==> src/rtl/stage_f_pkg.sv <==
// Shared pipeline definitions for fetch and decode:
// fetch FSM states, the NOP encoding and the default reset PC.
package stage_f_pkg;

  typedef enum logic [1:0] {
    REQ,
    WAIT,
    DISCARD
  } fetch_state_t;

  localparam logic [31:0] NOP_INSTR    = 32'h0000_0000;
  localparam logic [31:0] RESET_PC_DEF = 32'h0000_0000;

endpackage

==> src/rtl/stage_f_if.sv <==
// Instruction-memory req/gnt/rvalid bus.
// master: fetch side (drives ImemReq/ImemAddr); slave: memory side.
interface stage_f_if;

  logic        ImemReq;
  logic [31:0] ImemAddr;
  logic        ImemGnt;
  logic        ImemRValid;
  logic [31:0] ImemRData;

  modport master (
    output ImemReq, ImemAddr,
    input  ImemGnt, ImemRValid, ImemRData
  );

  modport slave (
    input  ImemReq, ImemAddr,
    output ImemGnt, ImemRValid, ImemRData
  );

endinterface

==> src/rtl/stage_f_pc_next_sel.sv <==
// Redirect/target select: ARM redirects come from writeback,
// RISC-V redirects from execute. Ports: arm, PCSrcE/PCTargetE,
// PCSrcW/ResultW in; o_redir/o_target out.
module pc_next_sel (
  input  logic        arm,
  input  logic        PCSrcE,
  input  logic [31:0] PCTargetE,
  input  logic        PCSrcW,
  input  logic [31:0] ResultW,
  output logic        o_redir,
  output logic [31:0] o_target
);

  assign o_redir  = arm ? PCSrcW  : PCSrcE;
  assign o_target = arm ? ResultW : PCTargetE;

endmodule

==> src/rtl/stage_f.sv <==
// Fetch stage: PC register, next-PC select, one-deep imem buffer.
// Ports: clk/rst, arm, stall/flush, redirects, imem bus, PCF/PCPlus4F/RDD/FetchBusyF.
module stage_f
  import stage_f_pkg::*;
#(
  parameter logic [31:0] RESET_PC = RESET_PC_DEF
) (
  input  logic         clk,
  input  logic         rst,
  input  logic         arm,
  input  logic         StallF,
  input  logic         StallD,
  input  logic         FlushD,
  input  logic         PCSrcE,
  input  logic [31:0]  PCTargetE,
  input  logic         PCSrcW,
  input  logic [31:0]  ResultW,
  stage_f_if.master    imem,
  output logic [31:0]  PCF,
  output logic [31:0]  PCPlus4F,
  output logic [31:0]  RDD,
  output logic         FetchBusyF
);

  fetch_state_t r_state;
  fetch_state_t w_state_nxt;

  logic [31:0] r_pc;
  logic [31:0] r_buf;
  logic        r_buf_vld;
  logic [31:0] r_rdd;

  logic        w_redir;
  logic [31:0] w_target;
  logic [31:0] w_pc_plus4;
  logic        w_gnt;
  logic        w_load;
  logic        w_handoff;

  pc_next_sel u_sel (
    .arm       (arm),
    .PCSrcE    (PCSrcE),
    .PCTargetE (PCTargetE),
    .PCSrcW    (PCSrcW),
    .ResultW   (ResultW),
    .o_redir   (w_redir),
    .o_target  (w_target)
  );

  assign w_pc_plus4 = r_pc + 32'd4;

  // A grant only matters while we could be asking; a grant that
  // lands together with a redirect still leaves a word in flight.
  assign w_gnt = imem.ImemGnt && (r_state == REQ) && !r_buf_vld;

  assign w_load = (r_state == WAIT) && imem.ImemRValid && !w_redir;

  assign w_handoff = !StallD && !FlushD && r_buf_vld
                  && !StallF && !w_redir;

  always_comb begin
    w_state_nxt = r_state;
    unique case (r_state)
      REQ: begin
        if (w_gnt)
          w_state_nxt = w_redir ? DISCARD : WAIT;
      end
      WAIT: begin
        if (imem.ImemRValid)
          w_state_nxt = REQ;
        else if (w_redir)
          w_state_nxt = DISCARD;
      end
      DISCARD: begin
        if (imem.ImemRValid)
          w_state_nxt = REQ;
      end
      default: w_state_nxt = REQ;
    endcase
  end

  always_ff @(posedge clk or posedge rst) begin
    if (rst) begin
      r_state   <= REQ;
      r_pc      <= RESET_PC;
      r_buf     <= NOP_INSTR;
      r_buf_vld <= 1'b0;
      r_rdd     <= NOP_INSTR;
    end else begin
      r_state <= w_state_nxt;

      if (w_redir)
        r_pc <= w_target;
      else if (w_handoff)
        r_pc <= w_pc_plus4;

      if (w_redir || w_handoff)
        r_buf_vld <= 1'b0;
      else if (w_load)
        r_buf_vld <= 1'b1;

      if (w_load)
        r_buf <= imem.ImemRData;

      // Decode sees a bubble unless a word is actually handed off.
      if (!StallD)
        r_rdd <= w_handoff ? r_buf : NOP_INSTR;
    end
  end

  // Request is masked during reset so nothing leaks out early.
  assign imem.ImemReq  = !rst && (r_state == REQ)
                      && !r_buf_vld && !w_redir;
  assign imem.ImemAddr = r_pc;

  assign PCF        = r_pc;
  assign PCPlus4F   = w_pc_plus4;
  assign RDD        = r_rdd;
  assign FetchBusyF = !r_buf_vld;

endmodule

==> src/flat_wrapper.sv <==
// flat-port wrapper written by rule: the top's interface ports become plain ports
module stage_f_flat import stage_f_pkg::*;
#(
  parameter logic [31:0] RESET_PC = RESET_PC_DEF
)
  (clk, rst, arm, StallF, StallD, FlushD, PCSrcE, PCTargetE, PCSrcW, ResultW, PCF, PCPlus4F, RDD, FetchBusyF, imem_ImemReq, imem_ImemAddr, imem_ImemGnt, imem_ImemRValid, imem_ImemRData);
  stage_f_if imem_i ();
  input  logic clk;
  input  logic rst;
  input  logic arm;
  input  logic StallF;
  input  logic StallD;
  input  logic FlushD;
  input  logic PCSrcE;
  input  logic [31:0] PCTargetE;
  input  logic PCSrcW;
  input  logic [31:0] ResultW;
  output logic [31:0] PCF;
  output logic [31:0] PCPlus4F;
  output logic [31:0] RDD;
  output logic FetchBusyF;
  output wire logic [$bits(imem_i.ImemReq)-1:0] imem_ImemReq;
  output wire logic [$bits(imem_i.ImemAddr)-1:0] imem_ImemAddr;
  input wire logic [$bits(imem_i.ImemGnt)-1:0] imem_ImemGnt;
  input wire logic [$bits(imem_i.ImemRValid)-1:0] imem_ImemRValid;
  input wire logic [$bits(imem_i.ImemRData)-1:0] imem_ImemRData;
  assign imem_ImemReq = imem_i.ImemReq;
  assign imem_ImemAddr = imem_i.ImemAddr;
  assign imem_i.ImemGnt = imem_ImemGnt;
  assign imem_i.ImemRValid = imem_ImemRValid;
  assign imem_i.ImemRData = imem_ImemRData;
  stage_f #(.RESET_PC(RESET_PC)) u_core (.clk(clk), .rst(rst), .arm(arm), .StallF(StallF), .StallD(StallD), .FlushD(FlushD), .PCSrcE(PCSrcE), .PCTargetE(PCTargetE), .PCSrcW(PCSrcW), .ResultW(ResultW), .imem(imem_i), .PCF(PCF), .PCPlus4F(PCPlus4F), .RDD(RDD), .FetchBusyF(FetchBusyF));
endmodule
==> config.mk <==
export PLATFORM = sky130hd
export DESIGN_NAME = stage_f_flat
export DESIGN_NICKNAME = d
export VERILOG_FILES = /design/src/rtl/stage_f_pkg.sv /design/src/rtl/stage_f_if.sv /design/src/rtl/stage_f_pc_next_sel.sv /design/src/rtl/stage_f.sv /design/src/flat_wrapper.sv
export SDC_FILE = /design/constraint.sdc
export NUM_CORES = 1
export LEC_CHECK = 0
export CAP_MARGIN = 15
export CORE_ASPECT_RATIO = 0.7
export CORE_MARGIN = 2
export CORE_UTILIZATION = 35
export CTS_BUF_LIST = sky130_fd_sc_hd__clkbuf_16
export DETAILED_ROUTE_END_ITERATION = 8
export PLACE_DENSITY = 0.73
export SYNTH_ARGS = -nofsm -noshare
export SYNTH_HDL_FRONTEND = slang
export SYNTH_SLANG_ARGS = --single-unit
==> constraint.sdc <==
create_clock -name clk -period 5.55 [get_ports clk]
set_input_delay 1.11 -clock clk [delete_from_list [all_inputs] [get_ports clk]]
set_output_delay 1.11 -clock clk [all_outputs]
set_load 0.1 [all_outputs]
# Word-level counts from Yosys, hierarchy flattened
# Index checks and enable logic that the tools add are counted.
# totals
ff_bits,99
input_bits,106
out_inout_bits,130
elab_cells,46
# op_classes
addsub,1
n_eq_ne,5
n_mux,13
n_reduce_logical,22
# op_table
cell,n
32-bit two-way mux,4
"32-bit by 3-bit adder with 32-bit output, second input constant",1
1-bit logical AND,11
2-bit two-way mux,5
1-bit logical NOT,6
2-bit one-hot mux with 3 select lines,1
2-bit nonzero test,2
1-bit two-way mux,3
"3-bit by 2-bit inequality test with 1-bit output, second input constant",1
3-bit AND reduction,1
"2-bit by 1-bit equality test with 1-bit output, second input constant",1
"2-bit equality test, second input constant",1
2-bit logical NOT,1
"2-bit by 1-bit inequality test with 1-bit output, second input constant",1
"2-bit inequality test, second input constant",1
1-bit logical OR,1

# Logic depth before layout (Yosys ltp)
# Gate-level depths: netlist of run 1.
# depth
depth_word,7
mapped_depth,7
depth_no_buf,6

# Hierarchy
# Synthesis of run 1 repeated with hierarchy kept, for this count alone.
# hier_totals
hier_cells,522
area_unflattened_um2,5634.2
# by_module_without_submodules
module,n_inst,cells_each,area_per_inst_um2,seq_area_each_um2
stage_f,1,485,5078.6,2477.4
pc_next_sel,1,37,555.5,0.0

# Worst setup path after synthesis of run 1
# No wires, ideal clock.
# synth_timing
kind,in2out
start,input PCSrcW
end,output imem_ImemReq
arrival_time_ps,4080
t_required_ps,4440
slack_ps,360
path_stages,6
path_buffers,3
path_cell_list,and2_1 clkbuf_1 or2_2 clkbuf_1 clkbuf_1 nor3_1
# synth_between
elab_chain_len,3
# synth_rtl
element,line_no,source
from (decl),flat_wrapper.sv:16,input logic PCSrcW;
1-bit two-way mux,stage_f_pc_next_sel.sv:14,assign o_redir = arm ? PCSrcW : PCSrcE;
1-bit logical NOT,stage_f.sv:113,&& !r_buf_vld && !w_redir;
1-bit logical AND,stage_f.sv:113,
to (decl),flat_wrapper.sv:22,output wire logic [$bits(imem_i.ImemReq)-1:0] imem_ImemReq;
# Every way passes these cells.

# Final worst setup path of run 1
# layout_timing
start,"register u_core.r_pc[3], in the netlist u_core.PCF[3]"
end,output PCPlus4F[26]
# layout_between
elab_chain_len,1
# layout_rtl
element,line_no,source
from (decl),stage_f.sv:28,logic [31:0] r_pc;
from (signal assigned),stage_f.sv:93,r_pc <= w_target;
from (signal assigned),stage_f.sv:95,r_pc <= w_pc_plus4;
32-bit by 3-bit adder with 32-bit output,stage_f.sv:50,assign w_pc_plus4 = r_pc + 32'd4;
to (decl),flat_wrapper.sv:19,output logic [31:0] PCPlus4F;
# Every way passes these cells.

==> out/metrics.csv, run 1 <==
metric,value,unit
ys.flop_type,dfrtp_1,
yosysTopAreaCell,dfrtp_1,
async_flop_share,100,%
remaining_drc_errors,0,
start_util,36.1,%
grt_max_degree,66,
ys_seq_elements,99,
outcome,"finished, final reports clean",
port_buffers,235,
syn_area_per_cell,11.1,sq um
crit_path_start_kind,flip-flop,
ant_nets,0,
setup_violations,0,
instances_no_fill,842,
synthTopCellsByCount,"99 x dfrtp_1, 37 x buf_4, 34 x a22o_1, 34 x xor2_1, 32 x mux2_2",
cts_root_buf,clkbuf_16,
insertedDiodeCount,0,
grt_pass1_wl,25.2,mm
synth_edf_count,0,
worst_setup_path_end_kind,primary output,
clock_latency,340,ps
rows,36,
drtPass1Iterations,7,
finalHoldViolCount,0,
gr-usage-all-layers,20.8,%
synthTopCellsByArea,"dfrtp_1 49%, mux2_2 7.1%, a22o_1 5.9%",
pin_count,236,
final_layout_size_suffix_gt1_share,10.4,%
place_congestion,0.960,
grt_overflow,0,
period_minus_slack,4900,ps
postCtsResizedCells,0,
h-tree-depth,3,
crit_chain,ha_1 -> nand3_1 -> nor4_1 -> and2_1 -> nand2_1 -> xnor2_1 -> clkdlybuf4s50_1,
clock_skew,9.79,ps
tritoncts,built,
area_growth,50.0,%
period_share,88.4,%
viasPerCell,5.17,
syn_nets,566,
crit_fanout,8,
die_h,105,microns
post_cts_buffers,0,
drtIter0Drc,202,
cp_data_arrival_time,3790,ps
rsz0062_at_grt,no,
dieArea,15500,sq um
numCtsBuffers,9,
min_path_type,reg -> reg,
vdd_drop_max,173,uV
wl,16.2,mm
clock_sinks,99,
cpPeakStageDelay,1190,ps
die_w,148,microns
crit_type,reg -> out,
core,14100,sq um
slew_viol_final,0,
worstPathRequired,4440,ps
syn_inst,459,
max_freq,0.204,GHz
leakage,3.04,nW
place_inst,828,
holdWs,483,ps
syn-cell-area,5070,sq um
nets,756,
vias,4353,
yosysMostFrequentCell,dfrtp_1,
path_clk_slew,60,ps
worst_slew_pin_slew,1170,ps
yosysSeqAreaShare,48.8,%
maxCapViolations,0,
fin_tns_setup,0,ps
clockBufferDepth,2,
slowest_stage,clkdlybuf4s50_1,
synthDominantCellAreaShare,48.8,%
cts.hold.buffers_added,0,
dp_hpwl,12.3,mm
wl_per_cell,19.2,microns
grt_pass1_vias,4268,
grt_antenna_before_repair,1,
power_density,386,nW/um^2
max_slew_margin,21.4,%
synth_warnings,0,
power,2.94,mW
ys_types,41,
==> through the flow <==
stage,instance area [sq um],worst slack [ps],utilization (%)
after floorplan,5070,360,-
after CTS,7610,662,54.2
after global routing,7610,441,54.2
after detailed placement,7330,1040,52.2
after global placement,7330,1190,52.2
final,7610,646,54.2
==> power by group <==
| group | internal, mW | switching, mW | leakage, nW |
|---|---|---|---|
| clock | 0.343 | 0.255 | 0.137 |
| sequential | 0.875 | 0.145 | 1.26 |
| combinational | 0.374 | 0.942 | 1.64 |
==> worst max-delay path, delay by kind of cell (launching register included) <==
kind          cells  cell delay, ps
fa+ha+maj         1             260
xor+xnor          1             130
simple gates      4            1410
buf+inv           1            1190
flops             1             460
==> final timing paths <==
check | slack (ps) | cells past startpoint | from | to
min in group asynchronous | 1310 | 2 | rst | u_core.r_buf_vld$_DFFE_PP0P_
min reg2reg | 480 | 1 | u_core.r_buf[22]$_DFFE_PP0P_ | u_core.RDD[22]$_DFFE_PP0N_
max reg2reg | 2940 | 5 | u_core.PCF[19]$_DFFE_PP0N_ | u_core.PCF[31]$_DFFE_PP0N_
min | 480 | 1 | u_core.r_buf[22]$_DFFE_PP0P_ | u_core.RDD[22]$_DFFE_PP0N_
max | 650 | 7 | u_core.PCF[3]$_DFFE_PP0N_ | PCPlus4F[26]
max in group asynchronous | 3250 | 3 | rst | u_core.PCF[12]$_DFFE_PP0N_
==> placed cells by master (no fill, tap or decap), drive strengths merged, types with 2 or more instances in the layout <==
master / instances
and2: 2
nand3: 12
and4: 4
nor4b: 2
and3: 4
o21ai: 30
dfrtp: 99
nor3: 10
a22oi: 18
nor2: 13
clkinv: 3
buf: 13
mux2i: 3
clkdlybuf4s50: 231
o221ai: 10
nand2: 26
nor4: 5
clkbuf: 9
inv: 5
a22o: 34
mux2: 32
a221o: 2
nand4: 18
xnor2: 21
xor2: 34
==> sequential cells by signal (all words and copies together) (netlist names) <==
| name | count |
|---|---|
| u_core.PCF | 32 |
| u_core.r_state | 2 |
| u_core.r_buf | 32 |
| u_core.RDD | 32 |
| u_core.r_buf_vld | 1 |
==> cell families (layout without fill, tap and decap cells) <==
group	after synthesis	after routing	share of synthesized area [%]
xor gates and xnor gates	55	55	9.49
adders and majority gates	1	1	0.247
buffers and inverters	70	263	8.34
and+or+nand+nor	101	101	11.1
muxes	35	35	7.69
DFF	99	99	48.8
AOI/OAI and AO/OA	98	98	14.3
==> metal layers <==
metal	routed length (microns)	global-route usage, %	vias to the layer above
li1	-	-	2022
met1	7350	29.5	2120
met2	7270	31.7	191
met3	1320	5.55	20
met4	242	5.31	0
met5	0	0	-
==> area by class of cell <==
type / instances / area [sq um]
Sequential cell: 99 / 2480
Tap cell: 190 / 238
Inverter: 5 / 21.3
Clock buffer: 9 / 225
Clock inverter: 5 / 56.3
Fill cell: 1259 / 6440
Timing Repair Buffer: 244 / 2410
Multi-Input combinational cell: 290 / 2180
(Power assumes the default switching activity.)
==> run 2: changes to the inputs <==
- CAP_MARGIN: 15 -> 20
- TNS_END_PERCENT: unset -> 10
==> out/metrics.csv, run 2 (synthesized netlist as in run 1, its figures left out) <==
metric,value,unit,change
post_cts_buffers,0,,unchanged
combPwrFrac,44.9,%,about the same
start_util,36.1,%,unchanged
final_cell_mix,"231 x clkdlybuf4s50_1, 99 x dfrtp_1, 34 x xor2_1, 34 x a22o_1, 32 x mux2_2",,
path_clk_slew,60,ps,about the same
area_growth,50.1,%,about the same
cts_root_buf,clkbuf_16,,
grt_pass1_wl,25.2,mm,unchanged
final_common_cell,clkdlybuf4s50_1,,
switching_share,45.7,%,about the same
nets,757,,+0.13%
finalHoldViolCount,0,,unchanged
period_minus_slack,4890,ps,-15.2 ps
clock_latency,330,ps,about the same
crit_fanout,8,,unchanged
worst_setup_path_end_kind,primary output,,
insertedDiodeCount,0,,unchanged
h-tree-depth,3,,unchanged
wl_per_cell,19.2,microns,-0.23%
cts.hold.buffers_added,0,,unchanged
port_buffers,235,,unchanged
finalInstanceArea,7620,sq um,about the same
numCtsBuffers,9,,unchanged
slew_viol_final,0,,unchanged
max_freq,0.205,GHz,+0.31%
share_seq_of_total_power,34.8,%,about the same
dieArea,15500,sq um,unchanged
vias,4350,,-0.069%
postCtsResizedCells,0,,unchanged
core,14100,sq um,unchanged
remaining_drc_errors,0,,unchanged
placed_cell_area,7330,sq um,unchanged
gr-usage-all-layers,20.8,%,unchanged
place_congestion,0.960,,unchanged
worst_slew_pin_slew,1030,ps,-137 ps
p_int,1.59,mW,about the same
rrSetupSlack,2970,ps,+30 ps
die_w,148,microns,unchanged
final_layout_size_suffix_gt1_share,10.6,%,+0.14 points
clock_sinks,99,,unchanged
worstPathRequired,4440,ps,about the same
p_clk_share,20.4,%,about the same
instances_no_fill,843,,+0.12%
drtIter0Drc,214,,+5.9%
grt_max_degree,66,,unchanged
period_share,88.1,%,-0.27 points
vdd_drop_max,173,uV,-0.18%
fin_tns_setup,0,ps,unchanged
pin_count,236,,unchanged
crit_path_start_kind,flip-flop,,
leakage,3.05,nW,+0.15%
rows,36,,unchanged
viasPerCell,5.16,,-0.19%
wl,16.2,mm,-0.11%
min_path_type,reg -> reg,,
die_h,105,microns,unchanged
tritoncts,built,,
max_slew_margin,31.0,%,+9.6 points
dp_hpwl,12.3,mm,unchanged
grt_pass1_vias,4268,,unchanged
power_density,385,nW/um^2,about the same
grt_overflow,0,,unchanged
clock_skew,9.38,ps,-0.404 ps
cp_data_arrival_time,3780,ps,about the same
clockBufferDepth,2,,unchanged
outcome,"finished, final reports clean",,
rsz0062_at_grt,no,,
power.switching,1.34,mW,about the same
ant_nets,0,,unchanged
drtPass1Iterations,5,,-2
place_inst,828,,unchanged
setup_violations,0,,unchanged
grt_antenna_before_repair,1,,unchanged
crit_type,reg -> out,,
maxCapViolations,0,,unchanged
run 2: cell count changes in the layout (fill, tap and decap cells not counted), sizes merged:
cell    delta
clkbuf     +1
run 2: cell type report:
cell class | count | area, sq um
clock buffers | 9 | 225
clock inverters | 5 | 56.3
fillers | 1259 | 6440
inverters | 5 | 21.3
multi-input cells | 290 | 2180
flip-flops and latches | 99 | 2480
well taps | 190 | 238
repair buffers | 245 | 2410
run 2: power by group through the flow:
stage	clock (mW)	combinational (mW)	sequential, mW
detailed placement	0	1.32	1.03
global placement	0	1.31	1.02
CTS	0.621	1.32	1.02
global route	0.649	1.36	1.04
floorplan	0	0.808	1.23
finish	0.598	1.32	1.02
run 2: per-layer routing:
| metal | GRT usage [%] | part of all wire (%) | vias to the layer above |
|---|---|---|---|
| met5 | 0 | 0 | - |
| met1 | 29.5 | 45 | 2104 |
| met3 | 5.55 | 8.2 | 20 |
| met4 | 5.31 | 1.6 | 0 |
| li1 | - | - | 2025 |
| met2 | 31.7 | 45 | 201 |
run 2: worst paths after layout:
path	depth (start not counted)	start	endpoint
min in group asynchronous	2	rst	u_core.PCF[11]$_DFFE_PP0N_
worst max-delay path	7	u_core.PCF[3]$_DFFE_PP0N_	PCPlus4F[26]
max in group asynchronous	3	rst	u_core.PCF[12]$_DFFE_PP0N_
worst min-delay path	1	u_core.r_buf[22]$_DFFE_PP0P_	u_core.RDD[22]$_DFFE_PP0N_
worst min register to register	1	u_core.r_buf[22]$_DFFE_PP0P_	u_core.RDD[22]$_DFFE_PP0N_
worst max register to register	6	u_core.PCF[3]$_DFFE_PP0N_	u_core.PCF[16]$_DFFE_PP0N_
run 2: worst max-delay path, cell delays in order (launching register included):
cell	delay [ps]
dfrtp_1	460
ha_1	270
nand3_1	370
nor4_1	670
and2_1	260
nand2_1	80
xnor2_1	130
clkdlybuf4s50_1	1190
run 2: stage by stage:
step	setup WS [ps]	util [%]	hold WS, ps	total power, mW
floorplan	360	-	459	2.03
global placement	1190	52.2	465	2.33
finish	661	54.2	483	2.93
CTS	662	54.2	489	2.96
detailed placement	1040	52.2	474	2.35
global route	441	54.2	504	3.05
==> run 3: changes to the inputs <==
- ABC_AREA: unset -> 0
- CORE_ASPECT_RATIO: 0.7 -> unset
==> out/metrics.csv, run 3 (synthesized netlist as in run 1, its figures left out) <==
metric,value,unit,change
hold_depth,1,,unchanged
dp_hpwl,11.6,mm,-5.9%
period_minus_slack,4570,ps,-322 ps
tritoncts,built,,
rrSetupSlack,3020,ps,+50 ps
p_int,1.57,mW,-1.7%
area_growth,50.0,%,about the same
drtIter0Drc,254,,+19%
cp_top_family,buffers and inverters,,
numCtsBuffers,9,,unchanged
place_congestion,0.842,,-12%
rows,44,,+22%
clock_skew,9.46,ps,+0.0818 ps
outcome,"finished, final reports clean",,
worst_setup_path_end_kind,primary output,,
min_to,u_core.RDD[30]$_DFFE_PP0N_,,
min_path_type,reg -> reg,,
r2r-start,u_core.PCF[2]$_DFFE_PP0N_,,
viasPerCell,5.18,,+0.44%
vdd_drop_max,194,uV,+12%
rsz0062_at_grt,no,,
max_slew_margin,31.2,%,+0.19 points
worst_slew_pin_slew,1030,ps,-2.77 ps
slew_viol_final,0,,unchanged
clockBufferDepth,2,,unchanged
cpPeakStageDelay,1150,ps,-40 ps
grt_antenna_before_repair,0,,-1
rr_worst_depth,6,,unchanged
port_buffers,235,,unchanged
hold_path_startpoint,u_core.r_buf[30]$_DFFE_PP0P_,,
final_layout_size_suffix_gt1_share,11.3,%,+0.78 points
grt_pass1_wl,24.9,mm,-1.3%
clock_latency,350,ps,+20 ps
finalHoldViolCount,0,,unchanged
leakage,3.04,nW,-0.14%
power.switching,1.39,mW,+3.3%
grt_overflow,0,,unchanged
grt_max_degree,69,,+4.5%
switching_share,46.9,%,+1.2 points
power_density,388,nW/um^2,+0.63%
final_cell_mix,"226 x clkdlybuf4s50_1, 99 x dfrtp_1, 34 x xor2_1, 34 x a22o_1, 32 x mux2_2",,
holdWs,488,ps,+5.27 ps
h-tree-depth,3,,unchanged
power,2.95,mW,+0.55%
period_share,82.3,%,-5.8 points
grt_pass1_vias,4625,,+8.4%
combPwrFrac,44.5,%,-0.4 points
post_cts_buffers,0,,unchanged
final_common_cell,clkdlybuf4s50_1,,
core,14400,sq um,+2.2%
wl_per_cell,18.6,microns,-2.8%
cts.hold.buffers_added,0,,unchanged
gr-usage-all-layers,20.1,%,-0.66 points
start_util,35.3,%,-0.79 points
setup_violations,0,,unchanged
clock_sinks,99,,unchanged
pin_count,236,,unchanged
wl,15.6,mm,-3.6%
maxCapViolations,0,,unchanged
max_freq,0.219,GHz,+7.1%
cts_root_buf,clkbuf_16,,
worstPathRequired,4440,ps,about the same
cp_num_cells,6,,-1
ant_nets,0,,unchanged
postCtsResizedCells,0,,unchanged
crit_chain,ha_1 -> nand3_1 -> nor3_1 -> nand4_1 -> xnor2_1 -> clkdlybuf4s50_1,,
r2r_end,u_core.PCF[28]$_DFFE_PP0N_,,
remaining_drc_errors,0,,unchanged
die_h,124,microns,+19%
crit_fanout,8,,unchanged
dieArea,15500,sq um,about the same
nFillCells,1264,,+0.40%
crit_type,reg -> out,,
vias,4333,,-0.39%
cp_data_arrival_time,3460,ps,-320 ps
die_w,124,microns,-16%
path_clk_slew,80,ps,+20 ps
drtPass1Iterations,4,,-1
fin_tns_setup,0,ps,unchanged
insertedDiodeCount,0,,unchanged
crit_buf_inv,1,,unchanged
crit_path_start_kind,flip-flop,,
share_seq_of_total_power,34.4,%,-0.4 points
slowest_stage,clkdlybuf4s50_1,,
nets,754,,-0.40%
p_clk_share,21.1,%,+0.7 points
## run 3: cell count changes in the layout (fill, tap and decap cells not counted), moves of 2 or more
cell and delta:
clkdlybuf4s50_1 -5, buf_4 +2, clkinv_2 -2, inv_8 +2
## run 3: final cells by class
cell class,instances,area [sq um],area share (%)
multi-input cells,290,2190,28.8
clock inverters,7,71.3,0.937
well taps,184,230,3.02
inverters,5,21.3,0.279
clock buffers,9,225,2.96
repair buffers,242,2390,31.5
flip-flops and latches,99,2480,32.5
## run 3: per-layer routing
metal / track usage, % / wire length [microns] / vias to the layer above / part of all wire [%]
li1: - / - / 2021 / -
met3: 7.13 / 1450 / 30 / 9.3
met2: 33.5 / 7490 / 194 / 48
met5: 0 / 0 / - / 0
met4: 7.27 / 369 / 0 / 2.4
met1: 24.1 / 6280 / 2088 / 40
## run 3: how the worst max path moves through the flow
stage	startpoint	slack (ps)	to
6_report	u_core.PCF[2]$_DFFE_PP0N_	980	PCPlus4F[22]
3_3_place_gp	arm	1340	imem_ImemReq
3_5_place_dp	arm	1310	imem_ImemReq
2_1_floorplan	PCSrcW	360	imem_ImemReq
4_1_cts	u_core.PCF[2]$_DFFE_PP0N_	930	PCPlus4F[22]
5_1_grt	u_core.PCF[9]$_DFFE_PP0N_	690	PCPlus4F[31]
## run 3: power groups by stage
stage               logic (mW)  registers [mW]  clock network [mW]
floorplan                0.808            1.23                   0
global placement          1.31            1.02                   0
detailed placement        1.32            1.03                   0
CTS                       1.32            1.02               0.640
global route              1.36            1.04               0.670
finish                    1.31            1.02               0.623
## run 3: through the flow
stage               utilization [%]  setup WS (ps)  instances  area (sq um)
detailed placement             50.9           1310        820          7310
finish                         53.0            984        836          7610
floorplan                         -            360        459          5070
CTS                            53.0            932        836          7610
global route                   53.0            693        836          7610
global placement               50.9           1340        820          7310
